## config.mk

```make
export PLATFORM = sky130hd
export DESIGN_NAME = seg7_pattern_reader_flat
export DESIGN_NICKNAME = d
export VERILOG_FILES = /design/src/rtl/seg7_pattern_reader_if.sv /design/src/rtl/seg7_pattern_reader.sv /design/src/flat_wrapper.sv
export SDC_FILE = /design/constraint.sdc
export NUM_CORES = 1
export LEC_CHECK = 0
export BUFFER_PORTS_ARGS = -buffer_cell sky130_fd_sc_hd__buf_2
export CORE_ASPECT_RATIO = 1.5
export CORE_MARGIN = 2
export CORE_UTILIZATION = 50
export CTS_CLUSTER_SIZE = 20
export DETAILED_ROUTE_END_ITERATION = 16
export GPL_TIMING_DRIVEN = 0
export PLACE_DENSITY = 0.73
export SYNTH_ARGS = -nofsm -noshare
export SYNTH_HDL_FRONTEND = slang
export SYNTH_SLANG_ARGS = --single-unit
export TNS_END_PERCENT = 1
```

## constraint.sdc

```tcl
create_clock -name clk -period 4.5 [get_ports clk]
set_clock_uncertainty 0.2 [all_clocks]
set_input_delay 0.9 -clock clk [delete_from_list [all_inputs] [get_ports clk]]
set_output_delay 0.9 -clock clk [all_outputs]
set_load 0.01 [all_outputs]
```

## src/rtl/seg7_pattern_reader_if.sv

```systemverilog
// Segment-bus observation interface for seg7_pattern_reader.
// The master drives the observed display bus; the slave is the reader that
// reports the recovered digits.
// Optional macro SEG7_PATTERN_READER_DP_EN adds the decimal point signals
// dp_in and dps.
interface seg7_pattern_reader_if #(
    parameter int NUM_DIGITS = 4
);
    logic [6:0]              seg_in;
    logic [NUM_DIGITS-1:0]   dig_sel;
    logic [3:0]              valor;
    logic [2:0]              digito;
    logic                    novo;
    logic                    apagado;
    logic                    erro;
    logic [7:0]              err_count;
    logic [4*NUM_DIGITS-1:0] valores;
    logic [NUM_DIGITS-1:0]   validos;
`ifdef SEG7_PATTERN_READER_DP_EN
    logic                    dp_in;
    logic [NUM_DIGITS-1:0]   dps;

    modport master (
        output seg_in, dig_sel, dp_in,
        input  valor, digito, novo, apagado, erro, err_count, valores, validos, dps
    );
    modport slave (
        input  seg_in, dig_sel, dp_in,
        output valor, digito, novo, apagado, erro, err_count, valores, validos, dps
    );
`else
    modport master (
        output seg_in, dig_sel,
        input  valor, digito, novo, apagado, erro, err_count, valores, validos
    );
    modport slave (
        input  seg_in, dig_sel,
        output valor, digito, novo, apagado, erro, err_count, valores, validos
    );
`endif
endinterface

```

## src/rtl/seg7_pattern_reader.sv

```systemverilog
// seg7_pattern_reader: watches an active-low gfedcba segment bus that is
// multiplexed across digits by a one-hot dig_sel, debounces each
// {dig_sel, segments} sample with a stability counter and decodes accepted
// patterns into per-digit hex registers, flagging blank and illegal codes.
// Optional macro SEG7_PATTERN_READER_DP_EN: the decimal point takes part in
// the stability compare and is reported per digit on dps.
module seg7_pattern_reader #(
    parameter int NUM_DIGITS    = 4,
    parameter int STABLE_CYCLES = 4,
    parameter int CNT_W         = 3
) (
    input logic                  clk,
    input logic                  reset,
    seg7_pattern_reader_if.slave bus
);

`ifdef SEG7_PATTERN_READER_DP_EN
    localparam int SEG_W = 8;
`else
    localparam int SEG_W = 7;
`endif
    localparam int SMP_W = NUM_DIGITS + SEG_W;
    localparam logic [SMP_W-1:0] SMP_RST = {{NUM_DIGITS{1'b0}}, {SEG_W{1'b1}}};
    localparam logic [CNT_W-1:0] STB_C   = CNT_W'(STABLE_CYCLES);

    typedef enum logic [1:0] {S_IDLE, S_TRACK, S_LOCKED} state_t;

    // Returns {legal, value} for an active-low gfedcba code.
    function automatic logic [4:0] decode_seg(input logic [6:0] s);
        logic [4:0] r;
        case (s)
            7'b1000000: r = {1'b1, 4'h0};
            7'b1111001: r = {1'b1, 4'h1};
            7'b0100100: r = {1'b1, 4'h2};
            7'b0110000: r = {1'b1, 4'h3};
            7'b0011001: r = {1'b1, 4'h4};
            7'b0010010: r = {1'b1, 4'h5};
            7'b0000010: r = {1'b1, 4'h6};
            7'b1111000: r = {1'b1, 4'h7};
            7'b0000000: r = {1'b1, 4'h8};
            7'b0010000: r = {1'b1, 4'h9};
            7'b0001000: r = {1'b1, 4'hA};
            7'b0000011: r = {1'b1, 4'hB};
            7'b1000110: r = {1'b1, 4'hC};
            7'b0100001: r = {1'b1, 4'hD};
            7'b0000110: r = {1'b1, 4'hE};
            7'b0001110: r = {1'b1, 4'hF};
            default:    r = 5'b0_0000;
        endcase
        return r;
    endfunction

    // Position of the set bit of a one-hot digit select.
    function automatic logic [2:0] sel_index(input logic [NUM_DIGITS-1:0] v);
        logic [2:0] idx;
        idx = 3'd0;
        for (int i = 0; i < NUM_DIGITS; i++) begin
            if (v[i]) idx = 3'(i);
        end
        return idx;
    endfunction

    logic [SMP_W-1:0]      smp_in;
    logic [SMP_W-1:0]      smp_q;
    logic [SMP_W-1:0]      last_q;
    state_t                state_q, state_d;
    logic [CNT_W-1:0]      cnt_q, cnt_d;

    logic [NUM_DIGITS-1:0] sel_q;
    logic [6:0]            seg_q;
    logic                  onehot;
    logic                  changed;

    logic                  acc;
    logic                  acc_blank;
    logic                  acc_legal;
    logic [3:0]            acc_val;
    logic [2:0]            acc_idx;

    logic [3:0]            valor_q;
    logic [2:0]            digito_q;
    logic                  novo_q;
    logic                  apagado_q;
    logic                  erro_q;
    logic [7:0]            err_cnt_q;
    logic [4*NUM_DIGITS-1:0] valores_q;
    logic [NUM_DIGITS-1:0] validos_q;

`ifdef SEG7_PATTERN_READER_DP_EN
    logic                  dp_q;
    logic [NUM_DIGITS-1:0] dps_q;
    assign smp_in = {bus.dig_sel, bus.dp_in, bus.seg_in};
    assign dp_q   = smp_q[7];
`else
    assign smp_in = {bus.dig_sel, bus.seg_in};
`endif

    assign sel_q   = smp_q[SMP_W-1 -: NUM_DIGITS];
    assign seg_q   = smp_q[6:0];
    assign onehot  = $onehot(sel_q);
    assign changed = (smp_q != last_q);

    // State register plus the sample and previous-sample registers.
    always_ff @(posedge clk) begin
        if (reset) begin
            state_q <= S_IDLE;
            cnt_q   <= '0;
            smp_q   <= SMP_RST;
            last_q  <= SMP_RST;
        end else begin
            state_q <= state_d;
            cnt_q   <= cnt_d;
            smp_q   <= smp_in;
            last_q  <= smp_q;
        end
    end

    // Next state: count identical samples, lock once the run is long enough.
    always_comb begin
        state_d = state_q;
        cnt_d   = cnt_q;
        if (!onehot) begin
            state_d = S_IDLE;
            cnt_d   = '0;
        end else if (state_q == S_LOCKED && !changed) begin
            state_d = S_LOCKED;
            cnt_d   = cnt_q;
        end else begin
            cnt_d   = (state_q == S_TRACK && !changed) ? cnt_q + CNT_W'(1) : CNT_W'(1);
            state_d = (cnt_d == STB_C) ? S_LOCKED : S_TRACK;
        end
    end

    // Acceptance strobe and classification of the sample being accepted.
    always_comb begin
        acc       = (state_d == S_LOCKED) && !(state_q == S_LOCKED && !changed);
        acc_blank = (seg_q == 7'b1111111);
        acc_legal = decode_seg(seg_q)[4];
        acc_val   = decode_seg(seg_q)[3:0];
        acc_idx   = sel_index(sel_q);
    end

    // Registered report outputs, updated on each acceptance.
    always_ff @(posedge clk) begin
        if (reset) begin
            valor_q   <= '0;
            digito_q  <= '0;
            novo_q    <= 1'b0;
            apagado_q <= 1'b0;
            erro_q    <= 1'b0;
            err_cnt_q <= '0;
            valores_q <= '0;
            validos_q <= '0;
`ifdef SEG7_PATTERN_READER_DP_EN
            dps_q     <= '0;
`endif
        end else begin
            novo_q    <= 1'b0;
            apagado_q <= 1'b0;
            erro_q    <= 1'b0;
            if (acc) begin
                if (acc_blank) begin
                    apagado_q <= 1'b1;
                    validos_q <= validos_q & ~sel_q;
                end else if (acc_legal) begin
                    novo_q    <= 1'b1;
                    valor_q   <= acc_val;
                    digito_q  <= acc_idx;
                    validos_q <= validos_q | sel_q;
                    for (int i = 0; i < NUM_DIGITS; i++) begin
                        if (sel_q[i]) valores_q[4*i +: 4] <= acc_val;
                    end
                end else begin
                    erro_q    <= 1'b1;
                    validos_q <= validos_q & ~sel_q;
                    if (err_cnt_q != 8'hFF) err_cnt_q <= err_cnt_q + 8'd1;
                end
`ifdef SEG7_PATTERN_READER_DP_EN
                for (int i = 0; i < NUM_DIGITS; i++) begin
                    if (sel_q[i]) dps_q[i] <= ~dp_q;
                end
`endif
            end
        end
    end

    assign bus.valor     = valor_q;
    assign bus.digito    = digito_q;
    assign bus.novo      = novo_q;
    assign bus.apagado   = apagado_q;
    assign bus.erro      = erro_q;
    assign bus.err_count = err_cnt_q;
    assign bus.valores   = valores_q;
    assign bus.validos   = validos_q;
`ifdef SEG7_PATTERN_READER_DP_EN
    assign bus.dps       = dps_q;
`endif

endmodule

```

## src/flat_wrapper.sv

```systemverilog
// flat-port wrapper written by rule: the top's interface ports become plain ports
module seg7_pattern_reader_flat 
#(
    parameter int NUM_DIGITS    = 4,
    parameter int STABLE_CYCLES = 4,
    parameter int CNT_W         = 3
)
  (clk, reset, bus_seg_in, bus_dig_sel, bus_valor, bus_digito, bus_novo, bus_apagado, bus_erro, bus_err_count, bus_valores, bus_validos);
  seg7_pattern_reader_if #(.NUM_DIGITS(NUM_DIGITS)) bus_i ();
  input logic clk;
  input logic reset;
  input wire logic [$bits(bus_i.seg_in)-1:0] bus_seg_in;
  input wire logic [$bits(bus_i.dig_sel)-1:0] bus_dig_sel;
  output wire logic [$bits(bus_i.valor)-1:0] bus_valor;
  output wire logic [$bits(bus_i.digito)-1:0] bus_digito;
  output wire logic [$bits(bus_i.novo)-1:0] bus_novo;
  output wire logic [$bits(bus_i.apagado)-1:0] bus_apagado;
  output wire logic [$bits(bus_i.erro)-1:0] bus_erro;
  output wire logic [$bits(bus_i.err_count)-1:0] bus_err_count;
  output wire logic [$bits(bus_i.valores)-1:0] bus_valores;
  output wire logic [$bits(bus_i.validos)-1:0] bus_validos;
  assign bus_i.seg_in = bus_seg_in;
  assign bus_i.dig_sel = bus_dig_sel;
  assign bus_valor = bus_i.valor;
  assign bus_digito = bus_i.digito;
  assign bus_novo = bus_i.novo;
  assign bus_apagado = bus_i.apagado;
  assign bus_erro = bus_i.erro;
  assign bus_err_count = bus_i.err_count;
  assign bus_valores = bus_i.valores;
  assign bus_validos = bus_i.validos;
  seg7_pattern_reader #(.NUM_DIGITS(NUM_DIGITS), .STABLE_CYCLES(STABLE_CYCLES), .CNT_W(CNT_W)) u_core (.clk(clk), .reset(reset), .bus(bus_i));
endmodule
```

### Word-level counts from Yosys, hierarchy flattened

Cells that the tools add are included.

* add/sub/neg operators: 5
* equal/unequal tests: 23
* mux-type cells: 13
* bitwise gates (word level): 7
* reduce and logical (&&, ||, !) cells: 15

Operator list (number)
* $pmux 5 s16: 1
* $eq 7x7->1 const B: 5
* $eq 7x5->1 const B: 3
* $eq 7x6->1 const B: 3
* $reduce_and 4->1: 5
* $eq 7x2->1 const B: 2
* $eq 7x4->1 const B: 2
* $ne 11x11->1: 1
* $mux 2: 5
* $add 8x1->8 const B: 1
* $mux 4: 2
* $ne 8x8->1 const B: 1
* $eq 7x3->1 const B: 1
* $logic_not 7->1: 1
* $add 1x1->2: 2
* $and 4x4->4: 1
* $eq 2x2->1 const B: 2
* $mux 1: 4
* $not 1->1: 4
* $not 4->4: 1
* $or 4x4->4: 1
* $reduce_or 2->1: 2
* $add 3x1->3 const B: 1
* $add 3x3->3: 1
* other kinds (8): 11

* flip-flop bits (word level): 65
* input port bits: 13

### Depth between registers and ports, before layout

Gate-level depths: netlist (run 1).

* depth after elaboration: 12
* gate-level depth with buffers: 13
* gate-level depth less buffers: 10

### Worst setup path after synthesis (run 1)

No wires, ideal clock.

* kind: register to register
* start point: reg u_core.smp_q[9]
* end point: reg u_core.err_cnt_q[4] (netlist: u_core.bus.err_count[4])
* data arrival time: 3.369 ns
* data required time: 4.230 ns
* setup slack: 0.860 ns
* cell stages (with the launch flop): 14
* period minus slack after synthesis: 3.640 ns
* path through: dfxtp_1 buf_6 inv_1 ha_1 ha_1 fa_1 nor3b_1 nand4_1 or4b_1 buf_2 nand4bb_1 buf_2 or4_1 a21oi_1

* cells in the longest elaborated chain, start to end: 11
* elaborated cells on any way between the ends: 16
* those cells by class: add/sub: 2; eq/ne: 4; mux: 4; reduce/logical: 6

Ends and longest elaborated chain
* start: declaration: line seg7_pattern_reader.sv:64 `logic [SMP_W-1:0] smp_q;`
* start signal: assignment: line seg7_pattern_reader.sv:113 `smp_q <= smp_in;`
* $ne 11x11->1: line seg7_pattern_reader.sv:101 `assign changed = (smp_q != last_q);`
* $logic_not 1->1: line seg7_pattern_reader.sv:125, seg7_pattern_reader.sv:129, seg7_pattern_reader.sv:136
* $logic_and 1x1->1: line seg7_pattern_reader.sv:129 `cnt_d = (state_q == S_TRACK && !changed) ? cnt_q + CNT_W'(1) : CNT_W'(1);`
* $mux 3: line seg7_pattern_reader.sv:129
* $eq 3x3->1: line seg7_pattern_reader.sv:130 `state_d = (cnt_d == STB_C) ? S_LOCKED : S_TRACK;`
* $mux 2: line seg7_pattern_reader.sv:130
* $mux 2: line seg7_pattern_reader.sv:125 `end else if (state_q == S_LOCKED && !changed) begin`
* $mux 2: line seg7_pattern_reader.sv:122 `if (!onehot) begin`
* $eq 2x2->1: line seg7_pattern_reader.sv:136 `acc = (state_d == S_LOCKED) && !(state_q == S_LOCKED && !changed);`
* $logic_and 1x1->1 *: line seg7_pattern_reader.sv:136
* $reduce_and 4->1 (no line) *
* end signal: assignment: line seg7_pattern_reader.sv:176 `if (err_cnt_q != 8'hFF) err_cnt_q <= err_cnt_q + 8'd1;`
* end: declaration: line seg7_pattern_reader.sv:85 `logic [7:0] err_cnt_q;`

Mark *: on every way between the ends. The rest lies on a longest branch, timed or not.
A chain may end at the register's enable or synchronous reset.

### Worst setup path after layout (run 1)

* start point: reg u_core.smp_q[10]
* end point: reg u_core.err_cnt_q[4] (netlist: u_core.bus.err_count[4])

Same word-level chain as after synthesis.

==> results.toml, run 1 <==
[route]
drt_iter0_markers = 77
route.detailed.drc = 0
firstDrtPassIters = 4
wl_per_cell_um = 14.10
vias = 2416
antenna_left = 0
routed_wl_um = 6234
viasPerCell = 5.466

[sta]
fin_crit_ns = 4.089
fin_crit_sh_pct = 90.86
setup_violations = 0
worst_slew_pin_slew_ns = 0.7767
slew_headroom_pct = 47.74
fin_ws_ns = 0.4112
tns_ns = 0
hold_viol_final = 0
clock.fmax_ghz = 0.2446
rsz0062_at_grt = "false"
slew_viol_final = 0

[synthesis]
synth_edf_count = 0
synthTopCellsByArea = "dfxtp_1 44%, or2_2 3.9%, nor2b_1 3.7%"
synth_compound_area_share_pct = 12.94
synth_area_um2 = 2892
synthMuxAreaShare_pct = 5.019
syn_area_per_cell_um2 = 9.388
synth_flop_cell = "dfxtp_1"
seq_area_frac_synth_pct = 44.31
async_reset_ff_share_pct = 0
synth_top_area_share_pct = 44.31
syn_nets = 328
synth-xor-area-share_pct = 4.241
synthCells = 308
yosysTopAreaCell = "dfxtp_1"
yosysWarnings = 0
synth_adder_area_share_pct = 3.289
ys_ff_latch = 64
yosys.area_share.simple_pct = 26.05
synth_top_family_by_area = "simple AND/OR/NAND/NOR gates"
synth_cell_types = 52

[grt]
grt_overflow = 0
grt_max_degree = 13
track_usage_pct = 20.83
grt_pass1_wl_um = 10440
antenna_found_initial = 0
grt_pass1_vias = 2286

[clock_network]
cts_hold_buf = 0
cts_tree = "done"
clock_latency_ns = 0.34
cts-htree-levels = 3
ctsResizeCount = 0
clkSinkCount = 64
cts_buffer_depth = 2
numCtsBuffers = 9
root_buffer = "clkbuf_8"
clk_pin_slew_ns = 0.07
cts_setup_buffers = 0

[power_and_ir_drop]
switching_share_pct = 24.56
p_seq_share_pct = 50.1
leakagePower_nw = 1.429
peakVddDrop_mv = 0.2628
power_frac_comb_pct = 6.9
power_density_nw_per_um2 = 342.7
power.switching_uw = 288.3
p_int_uw = 885.3
p_clk_share_pct = 43.0

[critical_path]
arrival_ns = 4.16
critPathKind = "register to register"
worst-path-max-fanout = 10
cp-end-kind = "register"
critPathLaunchType = "register"
cp.required_ns = 4.57

[layout]
instances_no_fill = 442
drive_above_1_share_pct = 25.81
antenna_cells = 0
fin_nets = 387
area_delta_synth_final_pct = 18.43
fillCellCount = 495

[status]
status = "completed"

[placement]
hpwlAfterDp_um = 4602
placed_cells = 426
port_buffers = 48
routabilityCongestion = 0.9153
dp_slack_ns = 0.4183

[flow_run]
maxCapViolations = 0

[floorplanning]
die_height_um = 97.14
placementRows = 33
start_util_pct = 52.26
die_width_um = 66.09
die-area_um2 = 6420
coreArea_um2 = 5533
io_pins = 51

[hold_path]
hold_class = "register to register"
cells in the final DEF, fill, tap and decap left out, drive strengths merged, types with 2 or more instances in the layout:
master,count
a21oi,19
nand2,20
o31ai,4
a22oi,5
nand3,5
xor2,6
or3,4
nor2,17
clkinv,2
a311oi,4
ha,6
a31oi,4
inv,6
o21ai,6
nor2b,17
or3b,2
nor3,6
a32oi,2
buf,56
or2,18
mux2,4
nand2b,13
and4bb,2
a211oi,3
a21o,3
clkinvlp,2
xnor2,8
dfxtp,64
or4,3
clkbuf,23
nand4,8
nor3b,2
mux2i,10
and4b,2
per-stage QoR:
stage               util, %  power (mW)  hold slack [ns]  instance area (um2)
floorplan                 -      0.6588           0.2695                 2892
global placement      58.19      0.6794           0.2402                 3219
detailed placement    58.19      0.6822           0.2505                 3219
CTS                   61.90       1.181           0.2675                 3425
global route          61.90       1.215           0.2991                 3425
finish                61.90       1.174           0.2642                 3425
Yosys cell counts (5+ instances only):
library cell,count
dfxtp_1,64
nand2_1,20
a21oi_1,18
or2_2,18
nor2_1,17
nor2b_1,17
clkbuf_1,13
nand2b_1,13
mux2i_1,10
nand4_1,8
xnor2_1,8
buf_2,6
ha_1,6
o21ai_0,6
xor2_1,6
a22oi_1,5
inv_1,5
nand3_1,5
nor3_1,5
sequential cells by signal, summed over array words and instances, names as in the netlist, named ones only:
signal                cells
u_core.bus.valores       16
u_core.last_q            11
u_core.bus.valor          4
u_core.bus.err_count      8
u_core.cnt_q              3
u_core.smp_q             11
u_core.bus.erro           1
u_core.bus.apagado        1
u_core.bus.digito         2
u_core.bus.novo           1
u_core.state_q            2
worst max-delay path, cell delays in order (launching register included):
cell and delay, ns:
dfxtp_1 0.49, inv_1 0.11, ha_1 0.29, ha_1 0.19, fa_1 0.43, nor3b_1 0.36
nand4_1 0.18, or4b_1 0.52, buf_2 0.17, nand4bb_1 0.19, buf_2 0.20, or4_1 0.50
a21oi_1 0.17
power groups by stage:
stage	Sequential (mW)	Clock, mW	Combinational [mW]
finish	0.588	0.505	0.0807
global route	0.589	0.534	0.0909
CTS	0.588	0.512	0.0811
detailed placement	0.601	0	0.0808
global placement	0.601	0	0.0787
floorplan	0.598	0	0.0607
worst paths after layout:
kind | start | end | slack [ns] | cells past startpoint
setup reg to reg | u_core.smp_q[10] | u_core.bus.err_count[4] | 0.41 | 12
setup / recovery | u_core.smp_q[10] | u_core.bus.err_count[4] | 0.41 | 12
hold / removal | register | register | 0.26 | 2
hold reg to reg | register | register | 0.26 | 2
kinds of logic (layout without fill, tap and decap cells):
logic type,Yosys count,after routing
adders and majority gates,7,7
other,1,1
AOI/OAI and AO/OA,54,54
xor gates and xnor gates,14,14
buffers and inverters,26,90
muxes,14,14
and+or+nand+nor,128,128
DFF,64,64
per-layer routing:
metal	up-vias	part of all wire [%]	track usage, %
met5	-	0	0
met4	0	3.0	12.09
met3	17	3.7	3.592
met2	63	51	35.15
met1	1136	42	23.91
li1	1200	-	-
cell type report:
| type | instances | area (um2) | share of cell area [%] |
|---|---|---|---|
| plain buffers | 21 | 97.59 | 2.850 |
| clock buffers | 10 | 137.6 | 4.019 |
| clock inverters | 6 | 67.56 | 1.973 |
| inverters | 5 | 18.77 | 0.5480 |
| multi-input cells | 218 | 1494 | 43.62 |
| flip-flops and latches | 64 | 1281 | 37.41 |
| well taps | 70 | 87.58 | 2.558 |
| repair buffers | 48 | 240.2 | 7.015 |
Note: power is estimated with default switching activity, not from simulation.
==> inputs of run 2 (changes only) <==
Settings changed: CTS_BUF_LIST from default to sky130_fd_sc_hd__clkbuf_2, GPL_ROUTABILITY_DRIVEN from default to 0.
==> run 2 against run 1 <==
Net effect: clock power down 32%; critical endpoint unchanged; sequential power is essentially flat; global-route usage decreased by 0.075 points; maximum frequency fell by 1.0%; non-clock buffer count unchanged; final cell count did not move; cell area shrank 2.6%; combinational power about the same; power fell by 14%; worst hold slack better by 0.012 ns; via count is 1.1% lower; register-to-register slack got worse by 0.04 ns.
==> results.toml, run 2 (synthesis gave the netlist of run 1 again) <==
[layout]
area_delta_synth_final_pct = 15.36
fin_nets = 387
largest_register_ffs = 16
antenna_cells = 0
drive_above_1_share_pct = 25.54
layout_common_cells = "64 x dfxtp_1, 54 x buf_2, 20 x nand2_1, 18 x a21oi_1, 18 x or2_2"
fillCellCount = 512
layout_commonest_cell = "dfxtp_1"

[grt]
grt_overflow = 0
antenna_found_initial = 0
grt_pass1_wl_um = 10410
grt_max_degree = 13
grt_pass1_vias = 2249
track_usage_pct = 20.76

[clock_network]
numCtsBuffers = 9
clock_latency_ns = 0.50
cts_setup_buffers = 0
cts_buffer_depth = 2
clkSinkCount = 64
cts-htree-levels = 3
cts_tree = "done"
ctsResizeCount = 0
clk_pin_slew_ns = 0.20
cts_hold_buf = 0
root_buffer = "clkbuf_2"

[route]
drt_iter0_markers = 70
wl_per_cell_um = 14.01
route.detailed.drc = 0
firstDrtPassIters = 4
viasPerCell = 5.407
vias = 2390
routed_wl_um = 6193
antenna_left = 0

[sta]
tns_ns = 0
rsz0062_at_grt = "false"
clock.fmax_ghz = 0.2420
setup_violations = 0
fin_ws_ns = 0.3679
hold_viol_final = 0
worst_slew_pin_slew_ns = 0.7750
slew_viol_final = 0
slew_headroom_pct = 47.86
fin_crit_sh_pct = 91.82
fin_crit_ns = 4.132
fin_hold_ws_ns = 0.2766

[critical_path]
cp.required_ns = 4.73
critPathLaunchType = "register"
reg2reg_slack_ns = 0.37
r2r_start = "u_core.smp_q[10]"
cp-end-kind = "register"
worstSetupStartpoint = "u_core.smp_q[10]"
arrival_ns = 4.36
worst-path-max-fanout = 10
critPathKind = "register to register"

[floorplanning]
coreArea_um2 = 5533
die-area_um2 = 6420
die_width_um = 66.09
start_util_pct = 52.26
placementRows = 33
die_height_um = 97.14
io_pins = 51

[power_and_ir_drop]
leakagePower_nw = 1.396
power_density_nw_per_um2 = 303.6
peakVddDrop_mv = 0.2522

[placement]
dp_slack_ns = 0.4183
port_buffers = 48
hpwlAfterDp_um = 4602

[status]
status = "completed"

[hold_path]
hold_class = "register to register"

[flow_run]
maxCapViolations = 0
-- run 2: cell types whose count changed in the layout (fill, tap and decap cells not counted) --
cell,change
clkbuf_8,-10
clkinv_1,+1
clkbuf_2,+9
-- run 2: path summary, 6_finish.rpt --
| kind | end | cells past startpoint |
|---|---|---|
| setup / recovery | u_core.bus.err_count[4] | 12 |
| hold / removal | register | 2 |
| hold reg to reg | register | 2 |
| setup reg to reg | u_core.bus.err_count[4] | 12 |
-- run 2: area by class of cell --
cell class	count	area, um2	area share, %
Multi-Input combinational cell	218	1494	44.79
Sequential cell	64	1281	38.41
Timing Repair Buffer	48	240.2	7.202
Buffer	21	97.59	2.926
Tap cell	70	87.58	2.626
Clock inverter	7	71.32	2.138
Clock buffer	9	45.04	1.350
Inverter	5	18.77	0.5626
-- run 2: power breakdown --
group / leakage (nW) / internal, mW / switching (mW)
Clock: 0.0659 / 0.128 / 0.214
Combinational: 0.809 / 0.0351 / 0.0456
Sequential: 0.521 / 0.579 / 0.0105
Total: 1.40 / 0.742 / 0.271
-- run 2: critical path: stages (launching register included) --
cell,delay (ns)
dfxtp_1,0.54
inv_1,0.12
ha_1,0.29
ha_1,0.19
fa_1,0.43
nor3b_1,0.36
nand4_1,0.18
or4b_1,0.52
buf_2,0.17
nand4bb_1,0.19
buf_2,0.20
or4_1,0.50
a21oi_1,0.16
-- run 2: metal layers --
layer	up-vias	wire [um]	share of wire, %	track usage [%]
li1	1199	-	-	-
met1	1118	2585	42	24.04
met2	66	3244	52	35.46
met3	7	274	4.4	4.983
met4	0	88	1.4	8.791
met5	-	0	0	0
-- run 2: through the flow --
step,power (mW),utilization [%],cell area [um2],instances
floorplan,0.6588,-,2892,308
global placement,0.6794,58.19,3219,426
detailed placement,0.6822,58.19,3219,426
CTS,1.024,60.29,3336,442
global route,1.055,60.29,3336,442
finish,1.013,60.29,3336,442
